## src/rtl/mm_score_sequencer.sv

```systemverilog
// rtl/mm_score_sequencer.sv - Mastermind guess scoring and turn/win/lose controller
// Optional SCORE_EARLY_EXIT_EN: skip the colour scan when the exact scan already found 4 blacks.
module mm_score_sequencer #(
    parameter int COLOR_W   = 3,
    parameter int MAX_TURNS = 10,
    parameter int TURN_W    = 4
) (
    input  logic                 clk,
    input  logic                 resetn,
    input  logic                 start,
    input  logic                 new_game,
    input  logic [4*COLOR_W-1:0] code_flat,
    input  logic [4*COLOR_W-1:0] guess_flat,
    output logic                 busy,
    output logic                 done,
    output logic [2:0]           black,
    output logic [2:0]           white,
    output logic                 win,
    output logic                 lose,
    output logic [TURN_W-1:0]    turn_count
);
    localparam int PEG_W = 4 * COLOR_W;

    typedef enum logic [2:0] {S_IDLE, S_EXACT, S_COLOR, S_FINISH, S_OVER} state_t;

    state_t             state_q, state_d;
    logic [3:0]         idx_q, idx_d;
    logic [PEG_W-1:0]   code_q, code_d, guess_q, guess_d;
    logic [3:0]         code_used_q, code_used_d, guess_used_q, guess_used_d;
    logic [2:0]         bacc_q, bacc_d, wacc_q, wacc_d;
    logic [2:0]         black_q, black_d, white_q, white_d;
    logic               win_q, win_d, lose_q, lose_d, done_q, done_d, busy_q, busy_d;
    logic [TURN_W-1:0]  turn_q, turn_d, turn_inc;

    function automatic logic [COLOR_W-1:0] peg(input logic [PEG_W-1:0] f, input logic [1:0] k);
        return f[int'(k)*COLOR_W +: COLOR_W];
    endfunction

    assign turn_inc = (turn_q == '1) ? turn_q : turn_q + 1'b1;

    always_comb begin
        state_d      = state_q;
        idx_d        = idx_q;
        code_d       = code_q;
        guess_d      = guess_q;
        code_used_d  = code_used_q;
        guess_used_d = guess_used_q;
        bacc_d       = bacc_q;
        wacc_d       = wacc_q;
        black_d      = black_q;
        white_d      = white_q;
        win_d        = win_q;
        lose_d       = lose_q;
        turn_d       = turn_q;
        done_d       = 1'b0;

        if (new_game) begin
            state_d      = S_IDLE;
            idx_d        = '0;
            code_used_d  = '0;
            guess_used_d = '0;
            bacc_d       = '0;
            wacc_d       = '0;
            black_d      = '0;
            white_d      = '0;
            win_d        = 1'b0;
            lose_d       = 1'b0;
            turn_d       = '0;
        end else begin
            case (state_q)
                S_IDLE: if (start) begin
                    code_d       = code_flat;
                    guess_d      = guess_flat;
                    code_used_d  = '0;
                    guess_used_d = '0;
                    bacc_d       = '0;
                    wacc_d       = '0;
                    idx_d        = '0;
                    state_d      = S_EXACT;
                end
                S_EXACT: begin
                    if (peg(code_q, idx_q[1:0]) == peg(guess_q, idx_q[1:0])) begin
                        bacc_d                   = bacc_q + 3'd1;
                        code_used_d[idx_q[1:0]]  = 1'b1;
                        guess_used_d[idx_q[1:0]] = 1'b1;
                    end
                    idx_d = idx_q + 4'd1;
                    if (idx_q == 4'd3) begin
                        idx_d   = '0;
                        state_d = S_COLOR;
`ifdef SCORE_EARLY_EXIT_EN
                        if (bacc_d == 3'd4) state_d = S_FINISH;
`endif
                    end
                end
                S_COLOR: begin
                    // idx[3:2] walks guess pegs, idx[1:0] walks code pegs; flags stop double counting
                    if (!guess_used_q[idx_q[3:2]] && !code_used_q[idx_q[1:0]] &&
                        peg(guess_q, idx_q[3:2]) == peg(code_q, idx_q[1:0])) begin
                        wacc_d                   = wacc_q + 3'd1;
                        guess_used_d[idx_q[3:2]] = 1'b1;
                        code_used_d[idx_q[1:0]]  = 1'b1;
                    end
                    idx_d = idx_q + 4'd1;
                    if (idx_q == 4'd15) state_d = S_FINISH;
                end
                S_FINISH: begin
                    done_d  = 1'b1;
                    black_d = bacc_q;
                    white_d = wacc_q;
                    turn_d  = turn_inc;
                    win_d   = (bacc_q == 3'd4);
                    lose_d  = !win_d && (turn_inc == TURN_W'(MAX_TURNS));
                    state_d = (win_d || lose_d) ? S_OVER : S_IDLE;
                end
                default: state_d = S_OVER;
            endcase
        end
        busy_d = (state_d == S_EXACT) || (state_d == S_COLOR) || (state_d == S_FINISH);
    end

    always_ff @(posedge clk) begin
        if (!resetn) begin
            state_q      <= S_IDLE;
            idx_q        <= '0;
            code_q       <= '0;
            guess_q      <= '0;
            code_used_q  <= '0;
            guess_used_q <= '0;
            bacc_q       <= '0;
            wacc_q       <= '0;
            black_q      <= '0;
            white_q      <= '0;
            win_q        <= 1'b0;
            lose_q       <= 1'b0;
            turn_q       <= '0;
            done_q       <= 1'b0;
            busy_q       <= 1'b0;
        end else begin
            state_q      <= state_d;
            idx_q        <= idx_d;
            code_q       <= code_d;
            guess_q      <= guess_d;
            code_used_q  <= code_used_d;
            guess_used_q <= guess_used_d;
            bacc_q       <= bacc_d;
            wacc_q       <= wacc_d;
            black_q      <= black_d;
            white_q      <= white_d;
            win_q        <= win_d;
            lose_q       <= lose_d;
            turn_q       <= turn_d;
            done_q       <= done_d;
            busy_q       <= busy_d;
        end
    end

    assign busy       = busy_q;
    assign done       = done_q;
    assign black      = black_q;
    assign white      = white_q;
    assign win        = win_q;
    assign lose       = lose_q;
    assign turn_count = turn_q;
endmodule

```

## config.mk

```make
export PLATFORM = sky130hd
export DESIGN_NAME = mm_score_sequencer
export DESIGN_NICKNAME = d
export VERILOG_FILES = /design/src/rtl/mm_score_sequencer.sv
export SDC_FILE = /design/constraint.sdc
export NUM_CORES = 1
export LEC_CHECK = 0
export ABC_AREA = 0
export CORE_MARGIN = 4
export CORE_UTILIZATION = 40
export DETAILED_ROUTE_END_ITERATION = 8
export PLACE_DENSITY = 0.73
export SETUP_SLACK_MARGIN = 0.5
export SYNTH_ARGS = -nofsm -noshare
export SYNTH_HDL_FRONTEND = slang
export SYNTH_SLANG_ARGS = --single-unit
```

## constraint.sdc

```tcl
create_clock -name clk -period 2.9 [get_ports clk]
set_input_delay 0.29 -clock clk [delete_from_list [all_inputs] [get_ports clk]]
set_output_delay 0.29 -clock clk [all_outputs]
set_load 0.02 [all_outputs]
```

After elaboration in Yosys (flattened, before gate mapping)
Cells that the tools add are included.
{ "word_totals": {"n_memories": 0, "latch_bits": 0, "regBits": 59, "wordCells": 100, "in_bits": 28, "ram_bits": 0, "romBits": 0, "out_inout_bits": 14} }
{ "classes": {"shift": 3, "n_div": 0, "bitwise": 5, "n_mul": 2, "n_addsub": 4, "eq_ne": 16, "magnitude_cmp": 4, "n_reduce_logical": 21, "muxes": 30} }
{ "ops": {"columns": ["op", "n"], "rows": [
  ["$pmux 4 s3", 3],
  ["$shiftx 12x32->3", 1],
  ["$mux 4", 7],
  ["$mux 3", 8],
  ["$shiftx 12x5->3", 2],
  ["$eq 3x2->1 const B", 4],
  ["$eq 4x4->1 const B", 3],
  ["$or 4x4->4", 3],
  ["$pmux 3 s2", 2],
  ["$pmux 3 s4", 1],
  ["$reduce_and 3->1", 3],
  ["$add 4x1->4 const B", 2],
  ["$mul 2x2->4 const B", 2],
  ["$add 3x1->3 const B", 2],
  ["$eq 3x1->1 const B", 2],
  ["$eq 3x3->1", 2],
  ["$lt 2x3->1 const B", 2],
  ["$ne 2x2->1 const B", 3],
  ["$logic_and 1x1->1", 5],
  ["$mux 1", 5],
  ["$bmux 1 s2", 2],
  ["$demux 1 s2", 2],
  ["$eq 4x2->1 const B", 1],
  ["$ge 2x1->1 const B", 2],
  ["other kinds (10)", 16]
]} }

Longest topological paths before layout
{ "depth": {"depth_word": 11, "depth_mapped": 7, "depth_no_buf": 6} }

Worst setup path after synthesis
No wires, ideal clock.
{ "synth_path": {"kind": "reg2reg", "startpoint": "reg idx_q[0]", "endpoint": "reg code_used_q[0]", "path_stages_with_launch": 7, "required_ns": 2.783, "setup_time_ns": 0.117, "path_buffers": 1, "path_slack_ns": 0.900, "arrival_ns": 1.883, "period_less_slack_ns": 2.000, "cell_sequence": "dfxtp_1 -> buf_4 -> mux4_2 -> xnor2_1 -> and3_1 -> o21a_1 -> a32o_1"} }
{ "synth_via": {"elab_chain_cells": 7, "word_cells_on_any_way": 22, "classes_between": "1 x mul; 2 x order compare; 4 x eq/ne; 2 x shift; 7 x mux; 1 x bitwise; 5 x reduce/logical"} }
{ "synth_lines": {"columns": ["element", "line_no", "source"], "rows": [
  ["start: declaration", "27", "logic [3:0] idx_q, idx_d;"],
  ["start signal: assignment", "141", "idx_q <= idx_d;"],
  ["parallel branches: the longest is 7 deep, another holds $mul 2x2->4", null, null],
  ["end signal: assignment", "144", "code_used_q <= code_used_d;"],
  ["end: declaration", "29", "logic [3:0] code_used_q, code_used_d, guess_used_q, guess_used_d;"]
]} }
Parallel ways; which one is timed is not known. The select of a mux whose other input is x is not followed.
A chain may end at the register's enable or synchronous reset.

Worst setup path in the final report
{ "layout_path": {"startpoint": "reg idx_q[2]", "endpoint": "reg wacc_q[2]"} }
{ "layout_via": {"elab_chain_cells": 7, "word_cells_on_any_way": 10, "classes_between": "1 x mul; 2 x eq/ne; 1 x shift; 2 x mux; 4 x reduce/logical"} }
{ "layout_lines": {"columns": ["element", "line_no", "source"], "rows": [
  ["parallel branches: the longest is 4 deep, another holds $mul 2x2->4", null, null],
  ["$logic_and 1x1->1 (*)", "98", "if (!guess_used_q[idx_q[3:2]] && !code_used_q[idx_q[1:0]] &&"],
  ["$ne 2x2->1 (no line) (*)", null, null],
  ["$reduce_and 3->1 (no line) (*)", null, null],
  ["end signal: assignment", "147", "wacc_q <= wacc_d;"],
  ["end: declaration", "30", "logic [2:0] bacc_q, bacc_d, wacc_q, wacc_d;"]
]} }
Every way passes the cells marked *. The select of a mux whose other input is x is not followed.

==> reports/results.tsv <==
stage	metric	value	unit
synth	synth_top_area_share	0.403	
sta	worst_slack	678	ps
sta	hold-worst-slack	453	ps
synth	ys_warn_count	0	
placed_design	dp_hpwl	4630	µm
synth	synthSimpleGateAreaFrac	0.207	
power_and_ir_drop	pwr-share-clk	0.458	
cts	clkLatencyLatePin	340	ps
setup_path	critPathLaunchType	register	
detailed_routing	first_pass_iters	5	
synth	synth.area.top_cells	dfxtp_1 (40%), nand2_1 (9.7%), mux4_2 (7.7%), a21boi_0 (5.6%), ha_1 (3.8%)	
synth	avgSynthCellArea	8.87	µm²
detailed_routing	ant_nets	0	
floorplan	die_h	93.6	µm
synth	synth_fa_ha_area_frac	0.0385	
power_and_ir_drop	p_int	0.00141	W
detailed_routing	drc	0	
cells_and_area	syn2layout_area_growth	24.3	%
grt	grt_use_total	0.154	
detailed_routing	vias	2384	
placed_design	pre_cts_slack	637	ps
synth	synth_top_family_by_area	simple AND/OR/NAND/NOR gates	
placed_design	globalplace.congestion	0.836	
synth	muxShareOfSynthArea	0.109	
synth	async_flop_share	0	
synth	syn_nets	367	
cts	clkSlewWorstSetupHoldPaths	70	ps
synth	yosysSeqAreaShare	0.403	
synth	synth_ff_type	dfxtp_1	
floorplan	die_w	93.6	µm
setup_path	required	3170	ps
setup_path	arrival	2500	ps
cells_and_area	num_antenna_cells	0	
cells_and_area	mostFrequentLayoutCell	nand2_1	
power_and_ir_drop	max-vdd-ir-drop	0.275	mV
cells_and_area	most-common-layout-cells	nand2_1 (76), dfxtp_1 (58), clkdlybuf4s50_1 (41)	
power_and_ir_drop	power.switching	0.000414	W
cells_and_area	drive_gt1_frac	0.0997	
sta	worstMarginPinSlew	689	ps
cts	cts_htree_levels	3	
synth	netlist_instances	330	
sta	timing.final.crit_period	2220	ps
sta	maxSlewHeadroom	0.541	
synth	yosysTopAreaCell	dfxtp_1	
placed_design	port_buffers	41	
run	drv_cap	0	
grt	grt_pass1_wl	10700	µm
sta	report.final.slew_viol_count	0	
power_and_ir_drop	p_seq_frac	0.462	
power_and_ir_drop	p_per_area	502	nW/µm²
detailed_routing	vias_per_cell	5.10	
placed_design	placed_area	3410	µm²
power_and_ir_drop	power_leakage	1.21	nW
cts	cts_sinks	59	
floorplan	num_io_pins	42	
cts	clk_path_buf_depth	2	
cells_and_area	design_area	3640	µm²
cts	cts_buffers	9	
sta	timing.setup.tns	0	ps
synth	synth-compound-area-share	0.169	
sta	timing.final.crit_share	0.766	
synth	synth_cell_types	42	
synth	synth_area	2930	µm²
detailed_routing	drt-initial-drc-count	99	
grt	grt_max_degree	26	
power_and_ir_drop	combPwrFrac	0.081	
outcome	outcome	finished clean	
setup_path	cp-end-kind	register	
detailed_routing	wl	6270	µm
grt	grt_pass1_vias	2350	
floorplan	die-area	8750	µm²
cts	tritoncts	built	
sta	timing.fmax	450	MHz
sta	finalClockSkew	9.47	ps
hold_path	hp-class	register to register	
cts	cts_root_buf	clkbuf_8	
floorplan	coreArea	6940	µm²
floorplan	initial_utilization	0.422	
synth	synth_edf_count	0	
grt	grt_overflow_total	0	
cts	hold_buffers	0	
cells_and_area	nNetsFinal	403	
power_and_ir_drop	swShare	0.226	
setup_path	critPathKind	register to register	
sta	hold_viol_final	0	
synth	ys_seq_elements	59	
power_and_ir_drop	finalPower	0.00183	W
setup_path	worst-path-max-fanout	9	
floorplan	num_rows	30	
sta	final-setup-viol-count	0	
detailed_routing	wl_per_cell	13.4	µm
grt	antenna_found_initial	0	
synth	post_synth_xor_area_fraction	0.0299	
sta	rsz0062_at_grt	no	
-- synth_stat cells, types with 3 or more instances --
library cell / count
a211oi_1: 3
a21boi_0: 22
a21oi_1: 18
a31oi_1: 3
a32o_1: 4
buf_2: 4
clkbuf_1: 15
dfxtp_1: 59
ha_1: 9
inv_1: 10
mux2i_1: 4
mux4_2: 10
nand2_1: 76
nand2b_1: 6
nand3_1: 7
nand3b_1: 3
nor2_1: 14
nor3_1: 4
nor3b_1: 6
o21ai_0: 8
o31ai_1: 6
xnor2_1: 10
-- critical path, stage by stage (launching register included) --
cell,delay (ps)
dfxtp_1,600
mux4_2,580
xnor2_1,170
nand4_1,220
or4_1,440
a21oi_1,140
-- routing by layer --
| metal | vias up | GRT usage | routed length (µm) |
|---|---|---|---|
| met5 | - | 0 | 0 |
| met4 | 0 | 0.0758 | 143 |
| met3 | 9 | 0.0354 | 257 |
| met2 | 45 | 0.248 | 2990 |
| met1 | 1100 | 0.193 | 2890 |
| li1 | 1230 | - | - |
-- path summary, 6_finish.rpt --
path	from	to	slack [ps]	cells past startpoint
max	idx_q[2]$_SDFFE_PP0P_	wacc_q[2]$_SDFFE_PP0P_	680	5
max reg2reg	idx_q[2]$_SDFFE_PP0P_	wacc_q[2]$_SDFFE_PP0P_	680	5
min reg2reg	white[1]$_SDFFE_PP0P_	white[1]$_SDFFE_PP0P_	450	2
min	white[1]$_SDFFE_PP0P_	white[1]$_SDFFE_PP0P_	450	2
-- area by class of cell --
class	count	area, µm²
fill	627	3300
clock buffer	10	138
inverter	10	37.5
tap	96	120
clock inverter	6	88.8
multi-input combinational	239	1620
timing repair buffer	47	455
sequential	59	1180
-- sequential cells by signal (all words and copies together), names as in the netlist, named ones only --
register and cells:
code_used_q 4, bacc_q 3, win 1, white 3, black 3, done 1
idx_q 4, code_q 12, guess_q 12, wacc_q 3, lose 1, turn_count 3
busy 1, guess_used_q 4, state_q 3
-- logic make-up (layout without fill, tap and decap cells) --
kind of cell    count (synthesis)  in the layout
simple gates                  131            131
compound gates                 73             73
flops                          59             59
fa+ha+maj                       9              9
mux                            16             16
buf+inv                        32             73
xor+xnor                       10             10
-- metrics by stage --
step           std cells  utilization
2_1_floorplan        330            -
3_3_place_gp         451        0.491
3_5_place_dp         451        0.491
4_1_cts              467        0.524
5_1_grt              467        0.524
6_report             467        0.524
-- repair_timing --
item,in CTS,in global routing
gates resized for setup,0,2
setup buffers,0,0
setup endpoints to repair,0,5
-- power groups by stage --
stage | sequential [W] | combinational (W) | clock, W
2_1_floorplan | 0.000857 | 0.0000903 | 0
3_3_place_gp | 0.000862 | 0.000144 | 0
3_5_place_dp | 0.000863 | 0.000147 | 0
4_1_cts | 0.000844 | 0.000148 | 0.000851
5_1_grt | 0.000847 | 0.000163 | 0.000881
6_report | 0.000844 | 0.000147 | 0.000837
No activity file was read; power rests on OpenSTA's default activity.
